--- src/rtl/skid_buffer_pkg.sv ---
// Shared types and constants for the skid buffer: the FSM state encoding
// and the width of the optional OUT-transfer counter.
package skid_buffer_pkg;

    // EMPTY: nothing held; BUSY: main register holds a beat;
    // FULL: main and skid registers both hold beats.
    typedef enum logic [1:0] {
        EMPTY = 2'd0,
        BUSY  = 2'd1,
        FULL  = 2'd2
    } state_t;

    localparam int BEAT_CNT_W = 16;

endpackage : skid_buffer_pkg

--- src/rtl/skid_buffer_beat_cnt.sv ---
// Free-running counter of downstream transfers, wrapping at 2^BEAT_CNT_W.
// Compiled only when SKID_BUFFER_BEAT_CNT_EN is defined, which is also the
// only build in which skid_buffer instantiates it.
`ifdef SKID_BUFFER_BEAT_CNT_EN
module skid_buffer_beat_cnt
    import skid_buffer_pkg::*;
(
    input  logic                  clk,
    input  logic                  rst,
    input  logic                  inc,
    output logic [BEAT_CNT_W-1:0] count
);

    logic [BEAT_CNT_W-1:0] cnt_d;
    logic [BEAT_CNT_W-1:0] cnt_q;

    // Next count: step by one per transfer; natural overflow gives the wrap.
    always_comb begin
        cnt_d = cnt_q;
        if (inc) begin
            cnt_d = cnt_q + BEAT_CNT_W'(1);
        end
    end

    // Count register, cleared asynchronously.
    always_ff @(posedge clk or posedge rst) begin
        if (rst) begin
            cnt_q <= '0;
        end else begin
            cnt_q <= cnt_d;
        end
    end

    assign count = cnt_q;

endmodule : skid_buffer_beat_cnt
`endif

--- src/rtl/skid_buffer.sv ---
// Two-entry skid buffer that cuts every combinational path between the
// upstream and downstream handshakes: m_ready, s_valid and s_data all come
// straight from flops.
//
// Handshake: a beat moves across an interface on a rising clk edge where
// valid and ready are both high; valid never waits on ready, the payload
// stays stable while valid is high and ready is low, and the inputs
// m_valid/m_data are ignored whenever m_ready is low.
//
// Optional feature: define SKID_BUFFER_BEAT_CNT_EN to add the 16-bit
// beat_cnt output that counts downstream transfers.
module skid_buffer
    import skid_buffer_pkg::*;
#(
    parameter int WIDTH = 8
) (
    input  logic                  clk,
    input  logic                  rst,
    input  logic                  m_valid,
    input  logic [WIDTH-1:0]      m_data,
    output logic                  m_ready,
    output logic                  s_valid,
    output logic [WIDTH-1:0]      s_data,
    input  logic                  s_ready
`ifdef SKID_BUFFER_BEAT_CNT_EN
    ,
    output logic [BEAT_CNT_W-1:0] beat_cnt
`endif
);

    state_t           state_d,   state_q;
    logic [WIDTH-1:0] main_d,    main_q;
    logic [WIDTH-1:0] skid_d,    skid_q;
    logic             s_valid_d, s_valid_q;
    logic             m_ready_d, m_ready_q;

    logic in_fire;
    logic out_fire;

    assign in_fire  = m_valid & m_ready_q;
    assign out_fire = s_valid_q & s_ready;

    // Next-state and datapath: main feeds the output, skid catches the one
    // beat that arrives while the output is stalled.
    always_comb begin
        state_d = state_q;
        main_d  = main_q;
        skid_d  = skid_q;
        unique case (state_q)
            EMPTY: begin
                if (in_fire) begin
                    main_d  = m_data;
                    state_d = BUSY;
                end
            end
            BUSY: begin
                if (in_fire && out_fire) begin
                    main_d = m_data;
                end else if (in_fire) begin
                    skid_d  = m_data;
                    state_d = FULL;
                end else if (out_fire) begin
                    state_d = EMPTY;
                end
            end
            FULL: begin
                // m_ready is low here, so only the drain can happen.
                if (out_fire) begin
                    main_d  = skid_q;
                    state_d = BUSY;
                end
            end
            default: begin
                state_d = EMPTY;
            end
        endcase
        // Both flags look at the next state so they line up with the data.
        s_valid_d = (state_d != EMPTY);
        m_ready_d = (state_d != FULL);
    end

    // State and registered outputs; reset discards held beats at once.
    always_ff @(posedge clk or posedge rst) begin
        if (rst) begin
            state_q   <= EMPTY;
            main_q    <= '0;
            skid_q    <= '0;
            s_valid_q <= 1'b0;
            m_ready_q <= 1'b0;
        end else begin
            state_q   <= state_d;
            main_q    <= main_d;
            skid_q    <= skid_d;
            s_valid_q <= s_valid_d;
            m_ready_q <= m_ready_d;
        end
    end

    assign m_ready = m_ready_q;
    assign s_valid = s_valid_q;
    assign s_data  = main_q;

`ifdef SKID_BUFFER_BEAT_CNT_EN
    skid_buffer_beat_cnt u_beat_cnt (
        .clk   (clk),
        .rst   (rst),
        .inc   (out_fire),
        .count (beat_cnt)
    );
`endif

endmodule : skid_buffer

--- config.mk ---
export PLATFORM = sky130hd
export DESIGN_NAME = skid_buffer
export DESIGN_NICKNAME = d
export VERILOG_FILES = /design/src/rtl/skid_buffer_pkg.sv /design/src/rtl/skid_buffer_beat_cnt.sv /design/src/rtl/skid_buffer.sv
export SDC_FILE = /design/constraint.sdc
export NUM_CORES = 1
export LEC_CHECK = 0
export BUFFER_PORTS_ARGS = -buffer_cell sky130_fd_sc_hd__buf_2
export CAP_MARGIN = 20
export CORE_UTILIZATION = 40
export DETAILED_ROUTE_END_ITERATION = 16
export GPL_TIMING_DRIVEN = 0
export PLACE_DENSITY = 0.63
export SLEW_MARGIN = 0
export SYNTH_ARGS = -nofsm -noshare
export SYNTH_HDL_FRONTEND = slang
export SYNTH_HIERARCHICAL = 1
export SYNTH_SLANG_ARGS = --single-unit
--- constraint.sdc ---
create_clock -name clk -period 3.1 [get_ports clk]
set_clock_uncertainty 0.1 [all_clocks]
set_input_delay 0.62 -clock clk [delete_from_list [all_inputs] [get_ports clk]]
set_output_delay 0.62 -clock clk [all_outputs]
set_load 0.02 [all_outputs]
Word-level counts from Yosys, hierarchy flattened. Cells that the tools add are included.

Bitwise gates (word level): 3. Reduce and logical (&&, ||, !) cells: 6. Multiplexer cells: 10. Add/sub/neg operators: 0. Eq/ne operators: 6. Magnitude comparators: 0. Multipliers: 0. Divide/modulo/power cells: 0. Shift operators: 0.

Operator list (count): 8-bit two-way mux (3); 8-bit case mux with 3 select lines (1); 2-bit two-way mux (5); 2-bit != test (second input constant) (4); 2-bit case mux with 3 select lines (1); 4-bit AND reduction (1); 3-bit AND reduction (1); 3-bit nonzero test (1); 1-bit bitwise AND (2); 2-bit by 1-bit == test with 1-bit output (second input constant) (1); 2-bit == test (second input constant) (1); 2-bit logical NOT (1); 2-bit nonzero test (1); 1-bit logical AND (1); 1-bit NOT (1).

Register bits: 20. ROM bits: 0. RAM bits: 0. Memories: 0. Word-level logic and storage cells: 30. Latch bits: 0. Output and inout bits: 10.

Longest topological paths before layout.
Depth in word-level cells: 6. Mapped depth: 4.

Worst setup path after synthesis. Ideal clock, no wire load.

Path type: input to register. Start: in s_ready. End: reg main_q[0] (netlist: s_data[0]). Arrival: 1477 ps. Path slack: 1398 ps. Data required time: 2875 ps. Stages on the path: 3. Setup time: 125 ps. Cell sequence: a21boi_2 > o32ai_4 > mux2_2.

Word-level cells in the longest chain between the ends: 4.

Ends and longest elaborated chain: start: declaration (RTL line skid_buffer.sv:24) `input logic s_ready`; 1-bit bitwise AND * (RTL line skid_buffer.sv:41) `assign out_fire = s_valid_q & s_ready;`; 1-bit logical AND (RTL line skid_buffer.sv:57) `if (in_fire && out_fire) begin`; 2-bit != test (no source line); 4-bit AND reduction (no source line) *; end signal: assignment (RTL line skid_buffer.sv:92) `main_q <= main_d;`; end: declaration (RTL line skid_buffer.sv:32) `logic [WIDTH-1:0] main_d, main_q;`.

Every way passes the cells marked *; elsewhere a longest branch is shown, timed or not. A chain may end at the register's enable or synchronous reset.

Worst setup path in the final report.
Start: reg state_q[0]. End: reg main_q[3] (netlist: s_data[3]).

Word-level cells in the longest chain between the ends: 3.

Ends and longest elaborated chain: start: declaration (RTL line skid_buffer.sv:31) `state_t state_d, state_q;`; start signal: assignment (RTL line skid_buffer.sv:91) `state_q <= state_d;`; 2-bit by 1-bit == test with 1-bit output (tied with other cells) (RTL line skid_buffer.sv:49) `unique case (state_q)`; 2-bit != test (no source line) or 3-bit nonzero test (tied branches); 4-bit AND reduction (no source line).

Several ways; a longest one is shown, not always the timed one.

==> impl_metrics.prom <==
# TYPE chip_impl_metric gauge
chip_impl_metric{name="worst-endpoint-required",unit="ns"} 3.20
chip_impl_metric{name="final.hold.worst_slack",unit="ns"} 0.325
chip_impl_info{name="critical_path.reg2reg.endpoint",value="s_data[3]"} 1
chip_impl_metric{name="tritoncts.num_buffers",unit=""} 3
chip_impl_info{name="timing.critical_path.cells",value="a21boi_2 -> o32ai_4 -> mux2_2"} 1
chip_impl_info{name="synthDominantAreaCellType",value="sky130_fd_sc_hd__dfrtp_1"} 1
chip_impl_metric{name="final_core_util",unit="%"} 50.8
chip_impl_info{name="slowest_stage",value="sky130_fd_sc_hd__o32ai_4"} 1
chip_impl_metric{name="tritoncts_num_sinks",unit=""} 20
chip_impl_metric{name="mappedNetlistArea",unit="sq um"} 947
chip_impl_metric{name="worst_skew_pair.late_latency",unit="ns"} 0.30
chip_impl_metric{name="reg2reg_depth",unit=""} 3
chip_impl_metric{name="post-route-period-util",unit="%"} 56.0
chip_impl_info{name="critical_path.reg2reg.startpoint",value="state_q[0]"} 1
chip_impl_metric{name="htree_num_levels",unit=""} 1
chip_impl_metric{name="placementRows",unit=""} 17
chip_impl_metric{name="placement.io_buffers",unit=""} 21
chip_impl_metric{name="number_of_different_library_cells_in_the_post_synthesis_netlist",unit=""} 17
chip_impl_metric{name="finalNetCount",unit=""} 100
chip_impl_metric{name="grt_overflow_total",unit=""} 0
chip_impl_metric{name="pwr_density_cell",unit="mW/mm^2"} 983
chip_impl_info{name="run_status",value="complete, no violations"} 1
chip_impl_metric{name="synth.top_cell.area_share",unit="%"} 52.8
chip_impl_metric{name="drcViolationCount",unit=""} 0
chip_impl_metric{name="ir_worst_vdd",unit="mV"} 0.581
chip_impl_metric{name="rrSetupSlack",unit="ns"} 1.36
chip_impl_metric{name="critPathMaxFanout",unit=""} 8
chip_impl_metric{name="ys_seq_area_share",unit="%"} 52.8
chip_impl_metric{name="relSlewSlack",unit="%"} 49.8
chip_impl_metric{name="grtUsageTotal",unit="%"} 13.5
chip_impl_metric{name="final_critical_path_required_period",unit="ns"} 1.74
chip_impl_metric{name="pwr-share-seq",unit="%"} 42.1
chip_impl_metric{name="synth.yosys.warnings",unit=""} 6
chip_impl_metric{name="grt_antenna_before_repair",unit=""} 0
chip_impl_metric{name="core_area",unit="sq mm"} 0.00221
chip_impl_info{name="post_synth_main_area_contributors",value="sky130_fd_sc_hd__dfrtp_1 53%, sky130_fd_sc_hd__mux2_2 19%, sky130_fd_sc_hd__mux2_4 13%, sky130_fd_sc_hd__o32ai_4 2.9%, sky130_fd_sc_hd__a21oi_1 1.6%"} 1
chip_impl_metric{name="finalSetupViolations",unit=""} 0
chip_impl_metric{name="finalMaxSlewViolations",unit=""} 0
chip_impl_metric{name="number_of_nets_with_antenna_violations_after_routing",unit=""} 0
chip_impl_info{name="worst-setup-path-type",value="reg2reg"} 1
chip_impl_metric{name="post_cts_hold_buffer_count",unit=""} 0
chip_impl_info{name="ys.flop_type",value="sky130_fd_sc_hd__dfrtp_1"} 1
chip_impl_metric{name="clock.fmax",unit="MHz"} 576
chip_impl_metric{name="clk_pin_slew_worst_paths",unit="ns"} 0.11
chip_impl_info{name="hold_path_class",value="in2async"} 1
chip_impl_metric{name="vias_per_cell",unit=""} 5.10
chip_impl_info{name="tritoncts",value="built"} 1
chip_impl_metric{name="nFillCells",unit=""} 219
chip_impl_metric{name="floorplan.die_area",unit="sq mm"} 0.00257
chip_impl_metric{name="grt_pass1_wl",unit="microns"} 2360
chip_impl_metric{name="antenna_cells",unit=""} 0
chip_impl_metric{name="first_global_vias",unit=""} 522
chip_impl_metric{name="setup_ws",unit="ns"} 1.36
chip_impl_info{name="start_kind",value="register"} 1
chip_impl_info{name="synth_commonest_cells",value="20 x sky130_fd_sc_hd__dfrtp_1, 16 x sky130_fd_sc_hd__mux2_2, 8 x sky130_fd_sc_hd__mux2_4, 3 x sky130_fd_sc_hd__a21oi_1, 3 x sky130_fd_sc_hd__nand2_1"} 1
chip_impl_metric{name="synth_cells",unit=""} 62
chip_impl_metric{name="totalNegativeSetupSlack",unit="ns"} 0
chip_impl_metric{name="cts.path.max_buffers",unit=""} 2
chip_impl_metric{name="number_of_violations_reported_at_the_end_of_detailed_routing_iteration_0",unit=""} 6
chip_impl_metric{name="drv_cap",unit=""} 0
chip_impl_metric{name="pre_cts_slack",unit="ns"} 1.13
chip_impl_metric{name="switching_share_of_total_power",unit="%"} 34.7
chip_impl_metric{name="worst_slew_pin_slew",unit="ns"} 0.752
chip_impl_metric{name="fp.dieH",unit="microns"} 50.7
chip_impl_metric{name="route.detailed.wl_per_inst",unit="microns"} 12.9
chip_impl_metric{name="worst_ep_arrival_time",unit="ns"} 1.84
chip_impl_metric{name="finalWirelength",unit="microns"} 1480
chip_impl_metric{name="cts.repair_timing.setup_buffer_count",unit=""} 0
chip_impl_metric{name="detailedPlacementHpwl",unit="microns"} 1050
chip_impl_info{name="grt_setup_unrepaired",value="false"} 1
chip_impl_metric{name="cts-resized-gates",unit=""} 0
chip_impl_info{name="root_buffer",value="sky130_fd_sc_hd__clkbuf_4"} 1
chip_impl_metric{name="crit_path_max_incr_delay",unit="ns"} 0.52
chip_impl_metric{name="p_leak",unit="nW"} 0.537
chip_impl_metric{name="place.gp.congestion",unit=""} 0.754
chip_impl_metric{name="finalHoldViolCount",unit=""} 0
chip_impl_metric{name="post_route_cells_drive_above_1_share",unit="%"} 64.4
chip_impl_info{name="yosysMostFrequentCell",value="sky130_fd_sc_hd__dfrtp_1"} 1
chip_impl_metric{name="grt_start_max_net_pins",unit=""} 21
chip_impl_metric{name="synth-async-reset-ratio",unit="%"} 100
chip_impl_metric{name="synth.ff_latch_count",unit=""} 20
chip_impl_info{name="crit_path_end_kind",value="register"} 1
chip_impl_metric{name="synth_enable_flop_cells",unit=""} 0
chip_impl_metric{name="drt_first_pass_iters",unit=""} 4
chip_impl_metric{name="postSynthNetCount",unit=""} 74
chip_impl_metric{name="horizontal_die_dimension",unit="microns"} 50.7
chip_impl_metric{name="pin_count",unit=""} 22
chip_impl_metric{name="p_clk_share",unit="%"} 13.8
chip_impl_metric{name="post_synth.cell_area_avg",unit="sq um"} 15.3
chip_impl_metric{name="dr_total_vias",unit=""} 587
chip_impl_metric{name="p_sw",unit="mW"} 0.384
chip_impl_metric{name="flow.area_growth_from_synthesis",unit="%"} 18.6
chip_impl_metric{name="power_internal",unit="mW"} 0.721
chip_impl_metric{name="p_comb_share",unit="%"} 44.2
chip_impl_metric{name="effective_utilization_at_floorplan",unit="%"} 42.8
-- area by class of cell --
type | instances | area (sq um) | area share (%)
sequential | 20 | 500 | 44.5
multi-input combinational | 40 | 432 | 38.4
timing repair buffer | 21 | 105 | 9.35
clock buffer | 4 | 36.3 | 3.23
tap | 28 | 35.0 | 3.12
buffer | 1 | 11.3 | 1.00
inverter | 1 | 3.75 | 0.334
-- per-stage QoR --
step	total power [mW]	std cells	instance area, sq um
6_report	1.10	115	1120
4_1_cts	1.12	115	1120
5_1_grt	1.17	115	1120
3_5_place_dp	0.967	111	1090
3_3_place_gp	0.952	111	1090
2_1_floorplan	0.840	62	947
-- cell usage in the layout, fill, tap and decap left out, drive strengths merged --
master | netlist | layout
dfrtp | 20 | 20
and2 | 1 | 1
a21boi | 1 | 1
o21ai | 1 | 1
o32ai | 1 | 1
mux2i | 1 | 1
inv | 1 | 1
clkbuf | 0 | 4
and3b | 1 | 1
a21oi | 3 | 3
o22ai | 1 | 1
nand2 | 4 | 4
a21o | 1 | 1
mux2 | 24 | 24
nand2b | 1 | 1
buf | 1 | 22
-- state kept, by name, indices dropped and copies added, names as in the netlist --
name	flops
s_data	8
skid_q	8
state_q	2
m_ready	1
s_valid	1
-- metal layers --
| layer | GRT usage [%] | routed length [microns] | vias to the layer above |
|---|---|---|---|
| met5 | 0 | 0 | - |
| met1 | 16.6 | 692 | 290 |
| met2 | 19.8 | 663 | 16 |
| li1 | - | - | 276 |
| met3 | 4.24 | 80 | 5 |
| met4 | 9.72 | 42 | 0 |
-- cell families after synthesis --
logic type / count (synthesis) / synth area share (%)
flops: 20 / 52.8
simple gates: 7 / 5.02
mux: 25 / 32.8
buf+inv: 2 / 1.58
compound gates: 8 / 7.79
-- worst max-delay path: cells and delay by family, from the launching register on --
family             cells  cell delay, ns
muxes                  1            0.39
DFF                    1            0.42
AOI/OAI and AO/OA      2            0.72
-- how the worst max path moves through the flow --
stage | start | to | slack [ns] | depth (start not counted)
after floorplan | s_ready | s_data[0] | 1.40 | 3
after global placement | s_ready | s_data[1] | 1.14 | 4
after detailed placement | s_ready | s_data[3] | 1.13 | 4
after CTS | state_q[0] | s_data[1] | 1.35 | 3
after global routing | state_q[0] | s_data[1] | 1.28 | 3
final | state_q[0] | s_data[3] | 1.36 | 3
-- power groups by stage --
stage / Clock (mW) / Combinational, mW / Sequential [mW]
after global routing: 0.168 / 0.523 / 0.480
final: 0.152 / 0.488 / 0.464
after floorplan: 0 / 0.300 / 0.540
after detailed placement: 0 / 0.494 / 0.473
after CTS: 0.157 / 0.495 / 0.467
after global placement: 0 / 0.487 / 0.465
Power figures use the tool's default switching activity.
